### config.mk
export PLATFORM = sky130hd
export DESIGN_NAME = bram_rr_arbiter
export DESIGN_NICKNAME = d
export VERILOG_FILES = /design/src/rtl/bram_rr_arbiter.sv
export SDC_FILE = /design/constraint.sdc
export NUM_CORES = 1
export LEC_CHECK = 0
export BUFFER_PORTS_ARGS = -buffer_cell sky130_fd_sc_hd__buf_2
export CAP_MARGIN = 20
export CELL_PAD_IN_SITES_DETAIL_PLACEMENT = 1
export CELL_PAD_IN_SITES_GLOBAL_PLACEMENT = 1
export CORE_AREA = 2 2 165 167
export DETAILED_ROUTE_END_ITERATION = 8
export DIE_AREA = 0 0 167 169
export GPL_TIMING_DRIVEN = 0
export MAX_ROUTING_LAYER = met4
export PLACE_DENSITY = 0.63
export SYNTH_ARGS = -nofsm -noshare
export SYNTH_HDL_FRONTEND = slang
export SYNTH_SLANG_ARGS = --single-unit
### constraint.sdc
create_clock -name aclk -period 2 [get_ports aclk]
set_input_delay 0.3 -clock aclk [delete_from_list [all_inputs] [get_ports aclk]]
set_output_delay 0.3 -clock aclk [all_outputs]
set_load 0.05 [all_outputs]
### src/rtl/bram_rr_arbiter.sv
// ---------------------------------------------------------------------------
// bram_rr_arbiter
//   Round-robin arbiter that shares one BRAM port between NUM_REQ requesters.
//   A requester holds req high for its whole transaction; while it owns the
//   port its address / write data / byte enables are muxed onto the BRAM.
//   When the owner releases req, the arbiter drains for RD_LAT cycles so that
//   every outstanding read returns its rd_valid before the next owner starts.
//
//   Optional feature: define ARB_TIMEOUT_EN to bound each grant to MAX_HOLD
//   cycles. An expired grant is revoked with a one-cycle timeout pulse.
//
// Ports
//   aclk, aresetn          clock, asynchronous active-low reset
//   req        [NUM_REQ]   per-requester level request
//   gnt        [NUM_REQ]   registered one-hot grant
//   req_addr   [NUM_REQ*32] per-requester byte address
//   req_wrdata [NUM_REQ*32] per-requester write data
//   req_we     [NUM_REQ*4]  per-requester byte write enables
//   rd_data    [32]        BRAM read data broadcast to all requesters
//   rd_valid   [NUM_REQ]   one-hot qualifier for rd_data
//   BRAM_ADDR/BRAM_WRDATA/BRAM_WE  shared BRAM port
//   BRAM_RDDATA [32]       BRAM read data
//   busy                   arbiter is not idle
//   timeout                one-cycle pulse on a forced grant revoke
// ---------------------------------------------------------------------------
module bram_rr_arbiter #(
    parameter int NUM_REQ  = 4,
    parameter int RD_LAT   = 2,
    parameter int MAX_HOLD = 256
) (
    input  logic                    aclk,
    input  logic                    aresetn,
    input  logic [NUM_REQ-1:0]      req,
    output logic [NUM_REQ-1:0]      gnt,
    input  logic [NUM_REQ*32-1:0]   req_addr,
    input  logic [NUM_REQ*32-1:0]   req_wrdata,
    input  logic [NUM_REQ*4-1:0]    req_we,
    output logic [31:0]             rd_data,
    output logic [NUM_REQ-1:0]      rd_valid,
    output logic [31:0]             BRAM_ADDR,
    output logic [31:0]             BRAM_WRDATA,
    output logic [3:0]              BRAM_WE,
    input  logic [31:0]             BRAM_RDDATA,
    output logic                    busy,
    output logic                    timeout
);

    localparam int IDX_W = $clog2(NUM_REQ);
    localparam int CNT_W = $clog2(RD_LAT + 1);

    if (NUM_REQ < 2 || NUM_REQ > 8 || RD_LAT < 1 || RD_LAT > 4 || MAX_HOLD < 1) begin : g_param_err
        $error("bram_rr_arbiter: parameter out of range");
    end

    typedef enum logic [1:0] {S_IDLE, S_GRANT, S_DRAIN} state_t;

    state_t             r_state;
    logic [IDX_W-1:0]   r_owner;
    logic [IDX_W-1:0]   r_ptr;
    logic [NUM_REQ-1:0] r_gnt;
    logic [CNT_W-1:0]   r_drain_cnt;
    logic [RD_LAT-1:0]  r_rd_vld;
    logic [IDX_W-1:0]   r_rd_idx [RD_LAT];

    logic               w_found;
    logic [IDX_W-1:0]   w_next_owner;
    logic [NUM_REQ-1:0] w_next_gnt;
    logic               w_own_req;
    logic [31:0]        w_own_addr;
    logic [31:0]        w_own_wrdata;
    logic [3:0]         w_own_we;
    logic               w_access;
    logic               w_rd_access;
    logic               w_expire;
    logic               w_drop;

    // Round-robin pick: first requester above ptr, then wrap to the lowest
    // index at or below ptr, so the previous owner is considered last.
    always_comb begin
        w_found      = 1'b0;
        w_next_owner = '0;
        w_next_gnt   = '0;
        for (int i = 0; i < NUM_REQ; i++) begin
            if (!w_found && req[i] && (IDX_W'(i) > r_ptr)) begin
                w_found       = 1'b1;
                w_next_owner  = IDX_W'(i);
                w_next_gnt[i] = 1'b1;
            end
        end
        for (int i = 0; i < NUM_REQ; i++) begin
            if (!w_found && req[i] && (IDX_W'(i) <= r_ptr)) begin
                w_found       = 1'b1;
                w_next_owner  = IDX_W'(i);
                w_next_gnt[i] = 1'b1;
            end
        end
    end

    // Owner slice mux
    always_comb begin
        w_own_req    = 1'b0;
        w_own_addr   = '0;
        w_own_wrdata = '0;
        w_own_we     = '0;
        for (int i = 0; i < NUM_REQ; i++) begin
            if (r_owner == IDX_W'(i)) begin
                w_own_req    = req[i];
                w_own_addr   = req_addr[i*32 +: 32];
                w_own_wrdata = req_wrdata[i*32 +: 32];
                w_own_we     = req_we[i*4 +: 4];
            end
        end
    end

    // The cycle in which the owner releases req is not an access: the port
    // is already quiet while the grant is being revoked.
    assign w_access    = (r_state == S_GRANT) && w_own_req;
    assign w_rd_access = w_access && (w_own_we == 4'b0);
    assign w_drop      = (r_state == S_GRANT) && (!w_own_req || w_expire);

    assign BRAM_ADDR   = w_access ? w_own_addr   : 32'h0;
    assign BRAM_WRDATA = w_access ? w_own_wrdata : 32'h0;
    assign BRAM_WE     = w_access ? w_own_we     : 4'h0;

`ifdef ARB_TIMEOUT_EN
    localparam int HOLD_W = $clog2(MAX_HOLD + 1);

    logic [HOLD_W-1:0] r_hold;
    logic              r_timeout;

    // Expire on the last allowed granted cycle so the grant lasts exactly
    // MAX_HOLD cycles including that one.
    assign w_expire = (r_state == S_GRANT) && w_own_req && (r_hold == HOLD_W'(MAX_HOLD - 1));

    always_ff @(posedge aclk or negedge aresetn) begin
        if (!aresetn) begin
            r_hold    <= '0;
            r_timeout <= 1'b0;
        end else begin
            r_timeout <= w_expire;
            if (r_state == S_IDLE) begin
                r_hold <= '0;
            end else if ((r_state == S_GRANT) && !w_expire) begin
                r_hold <= r_hold + 1'b1;
            end
        end
    end

    assign timeout = r_timeout;
`else
    assign w_expire = 1'b0;
    assign timeout  = 1'b0;
`endif

    // Arbitration FSM and read-return pipeline
    always_ff @(posedge aclk or negedge aresetn) begin
        if (!aresetn) begin
            r_state     <= S_IDLE;
            r_owner     <= '0;
            r_ptr       <= IDX_W'(NUM_REQ - 1);
            r_gnt       <= '0;
            r_drain_cnt <= '0;
            r_rd_vld    <= '0;
            for (int s = 0; s < RD_LAT; s++) begin
                r_rd_idx[s] <= '0;
            end
        end else begin
            r_rd_vld[0] <= w_rd_access;
            r_rd_idx[0] <= r_owner;
            for (int s = 1; s < RD_LAT; s++) begin
                r_rd_vld[s] <= r_rd_vld[s-1];
                r_rd_idx[s] <= r_rd_idx[s-1];
            end

            case (r_state)
                S_IDLE: begin
                    if (w_found) begin
                        r_owner <= w_next_owner;
                        r_gnt   <= w_next_gnt;
                        r_state <= S_GRANT;
                    end
                end
                S_GRANT: begin
                    if (w_drop) begin
                        r_gnt       <= '0;
                        r_drain_cnt <= CNT_W'(RD_LAT);
                        r_state     <= S_DRAIN;
                    end
                end
                S_DRAIN: begin
                    if (r_drain_cnt <= CNT_W'(1)) begin
                        r_drain_cnt <= '0;
                        r_ptr       <= r_owner;
                        r_state     <= S_IDLE;
                    end else begin
                        r_drain_cnt <= r_drain_cnt - 1'b1;
                    end
                end
                default: begin
                    r_gnt   <= '0;
                    r_state <= S_IDLE;
                end
            endcase
        end
    end

    always_comb begin
        rd_valid = '0;
        for (int i = 0; i < NUM_REQ; i++) begin
            rd_valid[i] = r_rd_vld[RD_LAT-1] && (r_rd_idx[RD_LAT-1] == IDX_W'(i));
        end
    end

    assign gnt     = r_gnt;
    assign busy    = (r_state != S_IDLE);
    assign rd_data = BRAM_RDDATA;

endmodule

**After elaboration in Yosys (flattened, before gate mapping)**

Index checks and enable logic that the tools add are counted.

- Add/sub/neg operators: 1
- Bitwise logic cells: 1
- Reductions and logical operators: 41
- Eq/ne operators: 11
- Multiplexer cells: 50
- Order comparisons: 9

Operators by type and width:

| cell | number |
|---|---|
| 2-to-1 mux 32 bit | 10 |
| 2-to-1 mux 4 bit | 7 |
| logical AND 1 bit | 22 |
| 2-to-1 mux 1 bit | 20 |
| 2-to-1 mux 2 bit | 10 |
| one-hot mux 4 bit (3 select lines) | 1 |
| equality test 2 bit, second input constant | 5 |
| zero test 1 bit | 8 |
| equality test 2 x 1 -> 1 bit, second input constant | 3 |
| zero test 2 bit | 3 |
| inequality test 2 bit, second input constant | 3 |
| one-hot mux 2 bit (3 select lines) | 1 |
| AND reduction 2 bit | 3 |
| AND reduction 3 bit | 2 |
| > comparator 1 x 2 -> 1 bit, first input constant | 2 |
| > comparator 2 bit, first input constant | 2 |
| less-or-equal comparator 1 x 2 -> 1 bit, first input constant | 2 |
| less-or-equal comparator 2 bit, first input constant | 2 |
| zero test 4 bit | 1 |
| one-hot mux 2 bit (2 select lines) | 1 |
| nonzero test 2 bit | 2 |
| less-or-equal comparator 2 x 1 -> 1 bit, second input constant | 1 |
| subtractor 2 x 1 -> 2 bit, second input constant | 1 |
| NOT 1 bit | 1 |

- Input port bits: 310
- Register bits: 18

**Longest topological paths before layout**

Gate-level depths: netlist of the first run.

- Word-level depth: 33
- Depth in mapped cells: 6

**Worst setup path after synthesis of the first run**

No wires, ideal clock.

- Path type: register to output
- Start point: register r_owner[1]
- End point: output BRAM_WRDATA[13]
- Arrival time: 1975 ps
- Path buffers: 3
- Setup slack: -275 ps
- Stages on the path, launching flop included: 6
- Cell sequence: dfrtp_1 buf_2 buf_4 clkbuf_1 mux4_2 nor2b_1

- Word-level cells in the longest chain between the ends: 7
- Elaborated cells between the ends (all ways): 14

RTL lines:

| item | RTL line | source |
|---|---|---|
| start: declaration | 58 | `logic [IDX_W-1:0] r_owner;` |
| start signal: assignment | 178 | `r_owner <= w_next_owner;` |
| zero test 2 bit | 106 | `if (r_owner == IDX_W'(i)) begin` |
| 2-to-1 mux 1 bit (4 in series) | 106 |  |
| logical AND 1 bit | 117 | `assign w_access = (r_state == S_GRANT) && w_own_req;` |
| 2-to-1 mux 32 bit (*) | 122 | `assign BRAM_WRDATA = w_access ? w_own_wrdata : 32'h0;` |
| end: declaration | 41 | `output logic [31:0] BRAM_WRDATA,` |

Every way passes the cells marked *; elsewhere a longest branch is shown, timed or not.

**Worst setup path in the final report of the first run**

- Start point: register r_owner[0]
- End point: output BRAM_WRDATA[19]

The elaborated chain is that of the path after synthesis.

==> insert_results.sql, run 1 <==
INSERT INTO impl_metrics (metric_group, metric, value, unit) VALUES
('synth', 'yosys.cell_types.count', '37', ''),
('clock_network', 'cts-htree-levels', '1', ''),
('power_and_ir_drop', 'static-leakage-power', '0.00350', 'uW'),
('timing', 'hold_viol', '16', ''),
('timing', 'tns', '-20.56', 'ns'),
('floorplanning', 'die_y', '169', 'microns'),
('finish', 'design.final.nets', '1008', ''),
('synth', 'mappedNetlistNets', '594', ''),
('synth', 'ys_warn_count', '0', ''),
('critical_path', 'path_class', 'reg2out', ''),
('placement', 'placement.io_buffers', '384', ''),
('synth', 'synth_seq_area_share', '0.141', ''),
('finish', 'post_route_cells_drive_above_1_share', '0.878', ''),
('clock_network', 'clock_tree.root_cell', 'clkbuf_16', ''),
('synth', 'synth_seq_cells', '18', ''),
('floorplanning', 'ios', '420', ''),
('critical_path', 'crit_path_end_kind', 'primary output', ''),
('placement', 'place_congestion', '0.834', ''),
('synth', 'number_of_flops_mapped_to_enable_cells_by_yosys', '0', ''),
('timing', 'worst_hold_slack', '-0.0183', 'ns'),
('placement', 'place.detailed.hpwl', '16800', 'microns'),
('detailed_routing', 'route.detailed.drc', '0', ''),
('synth', 'netlist.top_cell.by_area', 'mux4_2', ''),
('clock_network', 'clk_path_buf_depth', '2', ''),
('clock_network', 'post_cts_hold_buffer_count', '0', ''),
('detailed_routing', 'ant_nets', '0', ''),
('global_route', 'gr-total-overflow', '0', ''),
('timing', 'timing.max_slew.rel_slack', '0.630', ''),
('detailed_routing', 'via_per_inst', '4.07', ''),
('detailed_routing', 'vias', '4234', ''),
('power_and_ir_drop', 'peakVddDrop', '0.732', 'mV'),
('critical_path', 'critical_path_arrival', '2.03', 'ns'),
('critical_path', 'crit_fanout', '7', ''),
('finish', 'nFillCells', '3124', ''),
('global_route', 'grt_pass1_wl', '27400', 'microns'),
('timing', 'fin_crit_share', '1.16', ''),
('timing', 'rsz0062_at_grt', 'yes', ''),
('critical_path', 'cp_data_required_time', '1.70', 'ns'),
('global_route', 'grt_max_degree', '19', ''),
('synth', 'post_synth_main_area_contributors', 'mux4_2 (48%), nor2b_1 (14%), dfrtp_1 (12%)', ''),
('timing', 'finalClockSkew', '0.00286', 'ns'),
('timing', 'maxSlewViolCount', '0', ''),
('synth', 'postSynthCellCount', '284', ''),
('clock_network', 'cts-buffers-inserted', '3', ''),
('synth', 'most_common_library_cells_after_synthesis', 'nor2b_1 (70), mux4_2 (68), buf_4 (38)', ''),
('floorplanning', 'initial_utilization', '0.121', ''),
('timing', 'post-route-min-period', '2.33', 'ns'),
('timing', 'max_slew.worst_pin.slew', '0.549', 'ns'),
('flow_run', 'cap_viol_max_count', '0', ''),
('synth', 'synth-async-reset-ratio', '1.00', ''),
('detailed_routing', 'drt_iter0_markers', '123', ''),
('power_and_ir_drop', 'cellPowerDensity', '1540', 'nW/um^2'),
('global_route', 'number_of_antenna_violations_at_the_first_check_in_global_routing', '2', ''),
('synth', 'synth.most_common_cell', 'nor2b_1', ''),
('floorplanning', 'fp.coreArea', '26500', 'sq um'),
('timing', 'final_critical_path_setup_slack', '-0.326', 'ns'),
('floorplanning', 'rows', '60', ''),
('placement', 'placedInstanceArea', '5730', 'sq um'),
('floorplanning', 'fp.dieW', '167', 'microns'),
('critical_path', 'cp-start-kind', 'flop', ''),
('synth', 'mappedNetlistArea', '3210', 'sq um'),
('timing', 'clock.fmax', '0.430', 'GHz'),
('worst_hold_path', 'worstHoldPathType', 'in2async', ''),
('timing', 'timing.final.setup_violations', '68', ''),
('clock_network', 'worstSkewPairLatency', '0.25', 'ns'),
('finish', 'fin_area', '7200', 'sq um'),
('detailed_routing', 'total_length_of_routed_wires', '19900', 'microns'),
('power_and_ir_drop', 'design_power_total', '11100', 'uW'),
('clock_network', 'clock_sinks', '18', ''),
('detailed_routing', 'wl_per_cell', '19.1', 'microns'),
('run_status', 'run_status', 'finished, violations left', ''),
('finish', 'finalNonFillerCells', '1040', ''),
('finish', 'final_util', '0.272', ''),
('detailed_routing', 'drt_pre_antenna_iters', '4', ''),
('synth', 'post_synth.cell_area_avg', '11.3', 'sq um'),
('synth', 'netlist.area_leader.share', '0.477', ''),
('synth', 'ys_dominant_reg_cell', 'dfrtp_1', ''),
('clock_network', 'clk_pin_slew', '0.05', 'ns'),
('floorplanning', 'dieArea', '28200', 'sq um'),
('finish', 'area_added_between_synthesis_and_finish', '124', '%'),
('global_route', 'grt_use_total', '0.132', ''),
('placement', 'cell_count_after_placement', '1010', ''),
('run_status', 'violated_checks', 'negative hold slack, negative setup slack', ''),
('clock_network', 'tritoncts', 'done', ''),
('global_route', 'vias_in_the_first_global_route', '4568', '');
[layout by cell type (no fill, tap or decap), types with 7 or more instances in the layout]
cell and instances:
o21ai_0 7, a21oi_1 9, buf_8 20, buf_2 316, nand2_1 9, buf_4 48
buf_6 53, nor2b_2 16, dfrtp_1 16, buf_12 11, clkbuf_16 10, nor2b_4 52
mux4_2 68, nor2_1 9
[power by group]
group / switching, uW / internal, uW
combinational: 5060 / 4890
sequential: 138 / 530
clock: 139 / 304
[through the flow]
stage	hold slack (ns)	setup WS, ns
finish	-0.0183	-0.326
CTS	0.00718	-0.368
global placement	0.262	-1.18
detailed placement	0.271	-0.935
global route	0.0148	-0.393
floorplan	0.00441	-0.219
[critical path: stages, from the launching register on]
cell	delay, ns
dfrtp_1	0.40
buf_12	0.16
mux2_4	0.30
a22oi_2	0.22
buf_4	0.16
buf_12	0.14
clkbuf_16	0.18
nor2b_4	0.05
buf_6	0.14
[sequential cells by signal (all words and copies together), names as in the netlist]
register,cells
r_ptr,2
r_state,2
r_rd_vld,2
r_owner,2
gnt,4
r_drain_cnt,2
r_rd_idx,4
[routing by layer]
metal  wire length, microns  up-vias  GRT usage  part of all wire
li1                       -     1890          -                 -
met1                   7370     2070      0.152              0.37
met2                  10700      265      0.244              0.54
met3                   1650        9     0.0292             0.083
met4                    110        0     0.0105            0.0055
met5                      0        -          -                 0
[layout make-up]
cell class	instances	area (sq um)	share of cell area
plain buffers	60	637	0.0885
clock buffers	4	88.8	0.0123
repair buffers	409	2760	0.384
inverters	4	15.0	0.00209
flip-flops and latches	18	453	0.0629
well taps	341	427	0.0593
diodes	2	5.00	0.000695
multi-input cells	202	2810	0.390
[logic make-up (layout without fill, tap and decap cells)]
logic type / Yosys count / after routing / share of synthesized area
flops: 18 / 18 / 0.141
mux: 71 / 71 / 0.487
other cells: 1 / 3 / 0.00117
simple gates: 101 / 101 / 0.187
compound gates: 29 / 29 / 0.0604
buf+inv: 64 / 477 / 0.124
[worst paths after layout]
check                       startpoint              end  slack (ns)  depth (start not counted)
min in group aclk          r_rd_idx[2]      r_rd_idx[0]        0.35                          0
min reg2reg                r_rd_idx[2]      r_rd_idx[0]        0.35                          0
max reg2reg                 r_owner[1]      r_rd_vld[0]        0.05                          8
min                            aresetn           gnt[0]       -0.02                          1
max in group asynchronous      aresetn         r_ptr[1]        1.69                          1
max                         r_owner[0]  BRAM_WRDATA[19]       -0.33                          8
[repair_timing]
item | in CTS | in global routing
resized for setup | 239 | 53
setup buffers | 13 | 6
cloned | 3 | 2
setup endpoints to repair | 72 | 68
pin swaps | 1 | 2
endpoints found under the hold margin | 0 | 0
(Power assumes the default switching activity.)
==> run 2: changes to the inputs <==
--- a/config.mk
+++ b/config.mk
@@ -14,7 +14,7 @@
 export DIE_AREA = 0 0 167 169
 export GPL_TIMING_DRIVEN = 0
 export MAX_ROUTING_LAYER = met4
-export PLACE_DENSITY = 0.63
+export PLACE_DENSITY_LB_ADDON = 0.1
 export SYNTH_ARGS = -nofsm -noshare
 export SYNTH_HDL_FRONTEND = slang
 export SYNTH_SLANG_ARGS = --single-unit
==> run 2 against run 1 <==
  * The run ends with negative setup slack left
  * Highest routed layer unchanged
  * Fmax rose by 1.4%
  * Largest power group unchanged
  * Sequential share of layout area is 0.24 points higher
  * Worst hold slack gained 0.36 ns
  * Count of clock-buffer cells in the layout did not move
  * Sequential power shrank 2%
==> insert_results.sql, run 2 (same netlist as run 1, synthesis figures left out) <==
INSERT INTO impl_metrics (metric_group, metric, value, unit) VALUES
('run_status', 'run_status', 'finished, violations left', ''),
('run_status', 'violated_checks', 'negative setup slack', ''),
('global_route', 'gr-total-overflow', '0', ''),
('critical_path', 'crit_fanout', '5', ''),
('timing', 'post-route-min-period', '2.29', 'ns'),
('placement', 'dp_slack', '-0.921', 'ns'),
('timing', 'tns', '-17.98', 'ns'),
('global_route', 'vias_in_the_first_global_route', '4698', ''),
('clock_network', 'cts-buffers-inserted', '3', ''),
('timing', 'timing.max_slew.rel_slack', '0.660', ''),
('timing', 'final_critical_path_setup_slack', '-0.294', 'ns'),
('detailed_routing', 'drt_pre_antenna_iters', '4', ''),
('power_and_ir_drop', 'static-leakage-power', '0.00335', 'uW'),
('critical_path', 'critical_path_top_delay_cell', 'dfrtp_1', ''),
('critical_path', 'path_buf_inv', '5', ''),
('finish', 'post_route_cells_drive_above_1_share', '0.874', ''),
('floorplanning', 'initial_utilization', '0.121', ''),
('critical_path', 'path_class', 'reg2out', ''),
('floorplanning', 'fp.coreArea', '26500', 'sq um'),
('global_route', 'number_of_antenna_violations_at_the_first_check_in_global_routing', '5', ''),
('detailed_routing', 'drt_iter0_markers', '80', ''),
('critical_path', 'cp_data_required_time', '1.70', 'ns'),
('critical_path', 'cp-start-kind', 'flop', ''),
('detailed_routing', 'total_length_of_routed_wires', '21700', 'microns'),
('placement', 'place_congestion', '0.796', ''),
('finish', 'area_added_between_synthesis_and_finish', '116', '%'),
('detailed_routing', 'vias', '4160', ''),
('placement', 'cell_count_after_placement', '1009', ''),
('power_and_ir_drop', 'power.switching_fraction', '0.493', ''),
('power_and_ir_drop', 'power.internal', '5320', 'uW'),
('critical_path', 'crit_path_end_kind', 'primary output', ''),
('clock_network', 'clk_pin_slew', '0.05', 'ns'),
('finish', 'final_common_cell', 'buf_2', ''),
('finish', 'finalNonFillerCells', '1045', ''),
('timing', 'maxSlewViolCount', '0', ''),
('timing', 'clock.fmax', '0.436', 'GHz'),
('clock_network', 'clock_tree.root_cell', 'clkbuf_16', ''),
('timing', 'timing.final.setup_violations', '69', ''),
('timing', 'worst_hold_slack', '0.346', 'ns'),
('power_and_ir_drop', 'cellPowerDensity', '1510', 'nW/um^2'),
('timing', 'rsz0062_at_grt', 'yes', ''),
('timing', 'hold_viol', '0', ''),
('clock_network', 'cts-htree-levels', '1', ''),
('finish', 'nFillCells', '3106', ''),
('finish', 'design.final.nets', '1010', ''),
('clock_network', 'clk_path_buf_depth', '2', ''),
('global_route', 'grt_pass1_wl', '30600', 'microns'),
('critical_path', 'critical_path.max_stage_delay', '0.40', 'ns'),
('power_and_ir_drop', 'power.share.clock', '0.043', ''),
('detailed_routing', 'ant_nets', '0', ''),
('placement', 'place.detailed.hpwl', '18500', 'microns'),
('global_route', 'grt_max_degree', '19', ''),
('timing', 'fin_crit_share', '1.15', ''),
('worst_hold_path', 'worstHoldPathType', 'reg2reg', ''),
('power_and_ir_drop', 'power.sequential.fraction', '0.063', ''),
('detailed_routing', 'wl_per_cell', '20.8', 'microns'),
('power_and_ir_drop', 'sw_pwr', '5170', 'uW'),
('placement', 'placement.io_buffers', '384', ''),
('timing', 'max_slew.worst_pin.slew', '0.504', 'ns'),
('floorplanning', 'die_y', '169', 'microns'),
('flow_run', 'cap_viol_max_count', '0', ''),
('detailed_routing', 'via_per_inst', '3.98', ''),
('floorplanning', 'dieArea', '28200', 'sq um'),
('floorplanning', 'ios', '420', ''),
('clock_network', 'tritoncts', 'done', ''),
('power_and_ir_drop', 'pwr-share-comb', '0.894', ''),
('critical_path', 'crit_path_cell_trace', 'buf_12, mux2_4, a22oi_2, buf_6, buf_12, clkbuf_16, nor2b_2, buf_6', ''),
('clock_network', 'worstSkewPairLatency', '0.25', 'ns'),
('power_and_ir_drop', 'design_power_total', '10500', 'uW'),
('timing', 'finalClockSkew', '0.00404', 'ns'),
('floorplanning', 'rows', '60', ''),
('global_route', 'grt_use_total', '0.149', ''),
('clock_network', 'clock_sinks', '18', ''),
('finish', 'mostFrequentLayoutCells', 'buf_2 (319), mux4_2 (68), buf_4 (61)', ''),
('power_and_ir_drop', 'peakVddDrop', '0.462', 'mV'),
('critical_path', 'register_to_register_setup_slack', '-0.08', 'ns'),
('floorplanning', 'fp.dieW', '167', 'microns'),
('critical_path', 'crit_family', 'buffers and inverters', ''),
('detailed_routing', 'route.detailed.drc', '0', ''),
('critical_path', 'critical_path_arrival', '1.99', 'ns');
[run 2: cell types whose count changed in the layout (fill, tap and decap cells not counted), sizes merged]
cell and change:
buf +1, diode +3, dlygate4sd3 +1
[run 2: area by class of cell]
type / count / area, sq um / area share
repair buffers: 411 / 2660 / 0.383
multi-input cells: 202 / 2660 / 0.383
plain buffers: 60 / 629 / 0.0907
flip-flops and latches: 18 / 453 / 0.0653
well taps: 341 / 427 / 0.0615
clock buffers: 4 / 88.8 / 0.0128
inverters: 4 / 15.0 / 0.00216
diodes: 5 / 12.5 / 0.00180
[run 2: worst paths after layout]
kind,startpoint,end,depth (start not counted)
min in group asynchronous,aresetn,gnt[0],2
worst min register to register,r_rd_vld[0],r_rd_vld[1],0
worst max register to register,r_owner[0],r_rd_vld[0],7
max in group asynchronous,aresetn,r_ptr[0],2
worst min-delay path,r_rd_vld[0],r_rd_vld[1],0
worst max-delay path,r_owner[0],BRAM_ADDR[23],8
[run 2: per-layer routing]
| metal | part of all wire | track usage | vias to the layer above |
|---|---|---|---|
| li1 | - | - | 1899 |
| met1 | 0.38 | 0.166 | 2094 |
| met2 | 0.57 | 0.284 | 161 |
| met3 | 0.052 | 0.0304 | 6 |
| met4 | 0.0028 | 0.00937 | 0 |
| met5 | 0 | - | - |
[run 2: metrics by stage]
| step | util | cell area [sq um] |
|---|---|---|
| 3_5_place_dp | 0.215 | 5710 |
| 4_1_cts | 0.256 | 6780 |
| 2_1_floorplan | - | 3360 |
| 5_1_grt | 0.262 | 6940 |
| 6_report | 0.262 | 6940 |
| 3_3_place_gp | 0.215 | 5710 |
[run 2: what timing repair did]
item	4_1_cts	5_1_grt
pin swaps	1	1
hold buffers	1	0
cloned	5	2
endpoints found under the hold margin	4	0
resized for setup	215	17
endpoints found under the setup margin	72	69
buffers inserted	15	4
[run 2: power by group through the flow]
stage	clock network (uW)	logic (uW)	registers, uW
2_1_floorplan	0	5240	722
3_3_place_gp	0	7100	651
3_5_place_dp	0	7160	660
4_1_cts	468	9230	660
5_1_grt	487	9900	687
6_report	450	9380	657
==> run 3: changes to the inputs <==
--- a/config.mk
+++ b/config.mk
@@ -15,6 +15,8 @@
 export GPL_TIMING_DRIVEN = 0
 export MAX_ROUTING_LAYER = met4
 export PLACE_DENSITY_LB_ADDON = 0.1
+export RECOVER_POWER = 50
 export SYNTH_ARGS = -nofsm -noshare
 export SYNTH_HDL_FRONTEND = slang
 export SYNTH_SLANG_ARGS = --single-unit
+export TNS_END_PERCENT = 30
==> run 3 against run 2 <==
  * The run still ends with negative setup slack left
  * Critical endpoint is now BRAM_ADDR[4]
  * Register-to-register slack better by 0.21 ns
  * Utilization decreased by 0.70 points
  * Clock skew fell by 0.0011 ns
  * Global-route usage decreased by 1.2 points
  * Flip-flop and latch count unchanged
  * Critical path depth up 1
  * First-iteration DRC count increased by 83%
  * Highest routed layer unchanged
  * Total power fell by 4.5%
  * Clock power shrank 2%
  * Cell count down 0.67%
  * Via count down 0.46%
  * Die area unchanged
==> insert_results.sql, run 3 (same netlist as run 1, synthesis figures left out) <==
INSERT INTO impl_metrics (metric_group, metric, value, unit) VALUES
('run_status', 'run_status', 'finished, violations left', ''),
('run_status', 'violated_checks', 'negative setup slack', ''),
('critical_path', 'path_class', 'reg2out', ''),
('timing', 'clock.fmax', '0.432', 'GHz'),
('clock_network', 'cts-htree-levels', '1', ''),
('floorplanning', 'fp.coreArea', '26500', 'sq um'),
('detailed_routing', 'total_length_of_routed_wires', '20500', 'microns'),
('finish', 'mostFrequentLayoutCells', 'buf_2 (325), mux4_2 (68), buf_6 (64)', ''),
('worst_hold_path', 'worstHoldPathType', 'reg2reg', ''),
('critical_path', 'critical_path.max_stage_delay', '0.40', 'ns'),
('floorplanning', 'initial_utilization', '0.121', ''),
('detailed_routing', 'highest_layer_used_for_signal_routing', 'met4', ''),
('timing', 'final_critical_path_setup_slack', '-0.316', 'ns'),
('global_route', 'vias_in_the_first_global_route', '4665', ''),
('detailed_routing', 'vias', '4141', ''),
('global_route', 'grt_pass1_wl', '28500', 'microns'),
('floorplanning', 'dieArea', '28200', 'sq um'),
('critical_path', 'critical_path.most_common_cell', 'buf_12', ''),
('placement', 'placement.io_buffers', '384', ''),
('timing', 'max_slew.worst_pin.slew', '0.507', 'ns'),
('placement', 'cell_count_after_placement', '1009', ''),
('timing', 'tns', '-17.18', 'ns'),
('clock_network', 'tritoncts', 'done', ''),
('finish', 'finalNonFillerCells', '1038', ''),
('timing', 'maxSlewViolCount', '0', ''),
('power_and_ir_drop', 'static-leakage-power', '0.00327', 'uW'),
('detailed_routing', 'detailroute.wirelength.met2', '11600', 'microns'),
('timing', 'timing.final.setup_violations', '68', ''),
('finish', 'nFillCells', '3131', ''),
('detailed_routing', 'drt_iter0_markers', '146', ''),
('critical_path', 'critical_path_arrival', '2.02', 'ns'),
('critical_path', 'crit_path_end_kind', 'primary output', ''),
('placement', 'place_congestion', '0.902', ''),
('critical_path', 'crit_fanout', '7', ''),
('floorplanning', 'ios', '420', ''),
('timing', 'finalClockSkew', '0.00295', 'ns'),
('power_and_ir_drop', 'peakVddDrop', '0.511', 'mV'),
('finish', 'final_util', '0.255', ''),
('global_route', 'number_of_antenna_violations_at_the_first_check_in_global_routing', '2', ''),
('flow_run', 'cap_viol_max_count', '0', ''),
('timing', 'timing.max_slew.rel_slack', '0.657', ''),
('critical_path', 'crit_path_cell_trace', 'buf_12, mux2_4, a22oi_2, buf_6, buf_12, buf_12, buf_12, nor2b_2, buf_6', ''),
('clock_network', 'clock_sinks', '18', ''),
('floorplanning', 'rows', '60', ''),
('critical_path', 'critical_path_top_delay_cell', 'dfrtp_1', ''),
('clock_network', 'cts-buffers-inserted', '3', ''),
('finish', 'post_route_cells_drive_above_1_share', '0.829', ''),
('clock_network', 'clock_tree.root_cell', 'clkbuf_16', ''),
('critical_path', 'cp-start-kind', 'flop', ''),
('detailed_routing', 'route.layer.met1.wl', '7660', 'microns'),
('detailed_routing', 'met3RoutedLength', '1180', 'microns'),
('critical_path', 'path_buf_inv', '6', ''),
('detailed_routing', 'route.detailed.drc', '0', ''),
('floorplanning', 'fp.dieW', '167', 'microns'),
('placement', 'placedInstanceArea', '5610', 'sq um'),
('global_route', 'grt_max_degree', '19', ''),
('timing', 'post-route-min-period', '2.32', 'ns'),
('detailed_routing', 'ant_nets', '0', ''),
('critical_path', 'cp_data_required_time', '1.70', 'ns'),
('global_route', 'gr-total-overflow', '0', ''),
('timing', 'fin_crit_share', '1.16', ''),
('global_route', 'grt_use_total', '0.137', ''),
('floorplanning', 'die_y', '169', 'microns'),
('power_and_ir_drop', 'cellPowerDensity', '1480', 'nW/um^2'),
('finish', 'area_added_between_synthesis_and_finish', '110', '%'),
('finish', 'fin_area', '6750', 'sq um'),
('detailed_routing', 'wl_per_cell', '19.7', 'microns'),
('clock_network', 'worstSkewPairLatency', '0.25', 'ns'),
('clock_network', 'clk_pin_slew', '0.05', 'ns'),
('critical_path', 'crit_family', 'buffers and inverters', ''),
('detailed_routing', 'via_per_inst', '3.99', ''),
('placement', 'place.detailed.hpwl', '17500', 'microns'),
('timing', 'rsz0062_at_grt', 'yes', ''),
('timing', 'hold_viol', '0', ''),
('clock_network', 'clk_path_buf_depth', '2', ''),
('detailed_routing', 'drt_pre_antenna_iters', '4', ''),
('finish', 'final_common_cell', 'buf_2', ''),
('timing', 'worst_hold_slack', '0.345', 'ns'),
('finish', 'design.final.nets', '1006', '');
==> run 3: final timing paths <==
path	start	end	slack (ns)	depth (start not counted)
worst max-delay path	r_owner[0]	BRAM_ADDR[4]	-0.32	9
worst min-delay path	r_rd_vld[0]	r_rd_vld[1]	0.35	0
worst max register to register	r_owner[0]	r_rd_vld[0]	0.13	5
worst min register to register	r_rd_vld[0]	r_rd_vld[1]	0.35	0
max in group asynchronous	aresetn	r_ptr[0]	1.12	2
min in group asynchronous	aresetn	gnt[1]	0.55	2
==> run 3: area by class of cell <==
type / instances / area [sq um] / share of cell area
antenna: 2 / 5.00 / 0.000741
clock buffer: 4 / 88.8 / 0.0132
buffer: 59 / 621 / 0.0919
timing repair buffer: 408 / 2620 / 0.387
tap: 341 / 427 / 0.0632
multi-input combinational: 202 / 2530 / 0.374
sequential: 18 / 453 / 0.0671
inverter: 4 / 15.0 / 0.00222
==> run 3: repair_timing <==
item,CTS,global route
endpoints found under the setup margin,72,70
pin swaps,1,1
hold buffers,1,0
hold endpoints to repair,5,0
cloned,1,4
resized for setup,150,90
setup buffers,17,1
==> run 3: layer usage <==
metal | up-vias | GRT usage
met1 | 2064 | 0.155
met5 | - | -
met2 | 187 | 0.263
met3 | 6 | 0.0199
li1 | 1884 | -
met4 | 0 | 0.0150
==> run 3: power by group <==
group / switching (uW) / internal, uW
Combinational: 4690 / 4220
Sequential: 130 / 530
Clock: 137 / 304
==> run 3: stage by stage <==
| stage | power [uW] | worst slack (ns) |
|---|---|---|
| final | 10000 | -0.316 |
| after global routing | 10600 | -0.410 |
| after CTS | 9510 | -0.340 |
| after detailed placement | 7610 | -1.02 |
| after global placement | 7540 | -0.955 |
| after floorplan | 5790 | -0.219 |
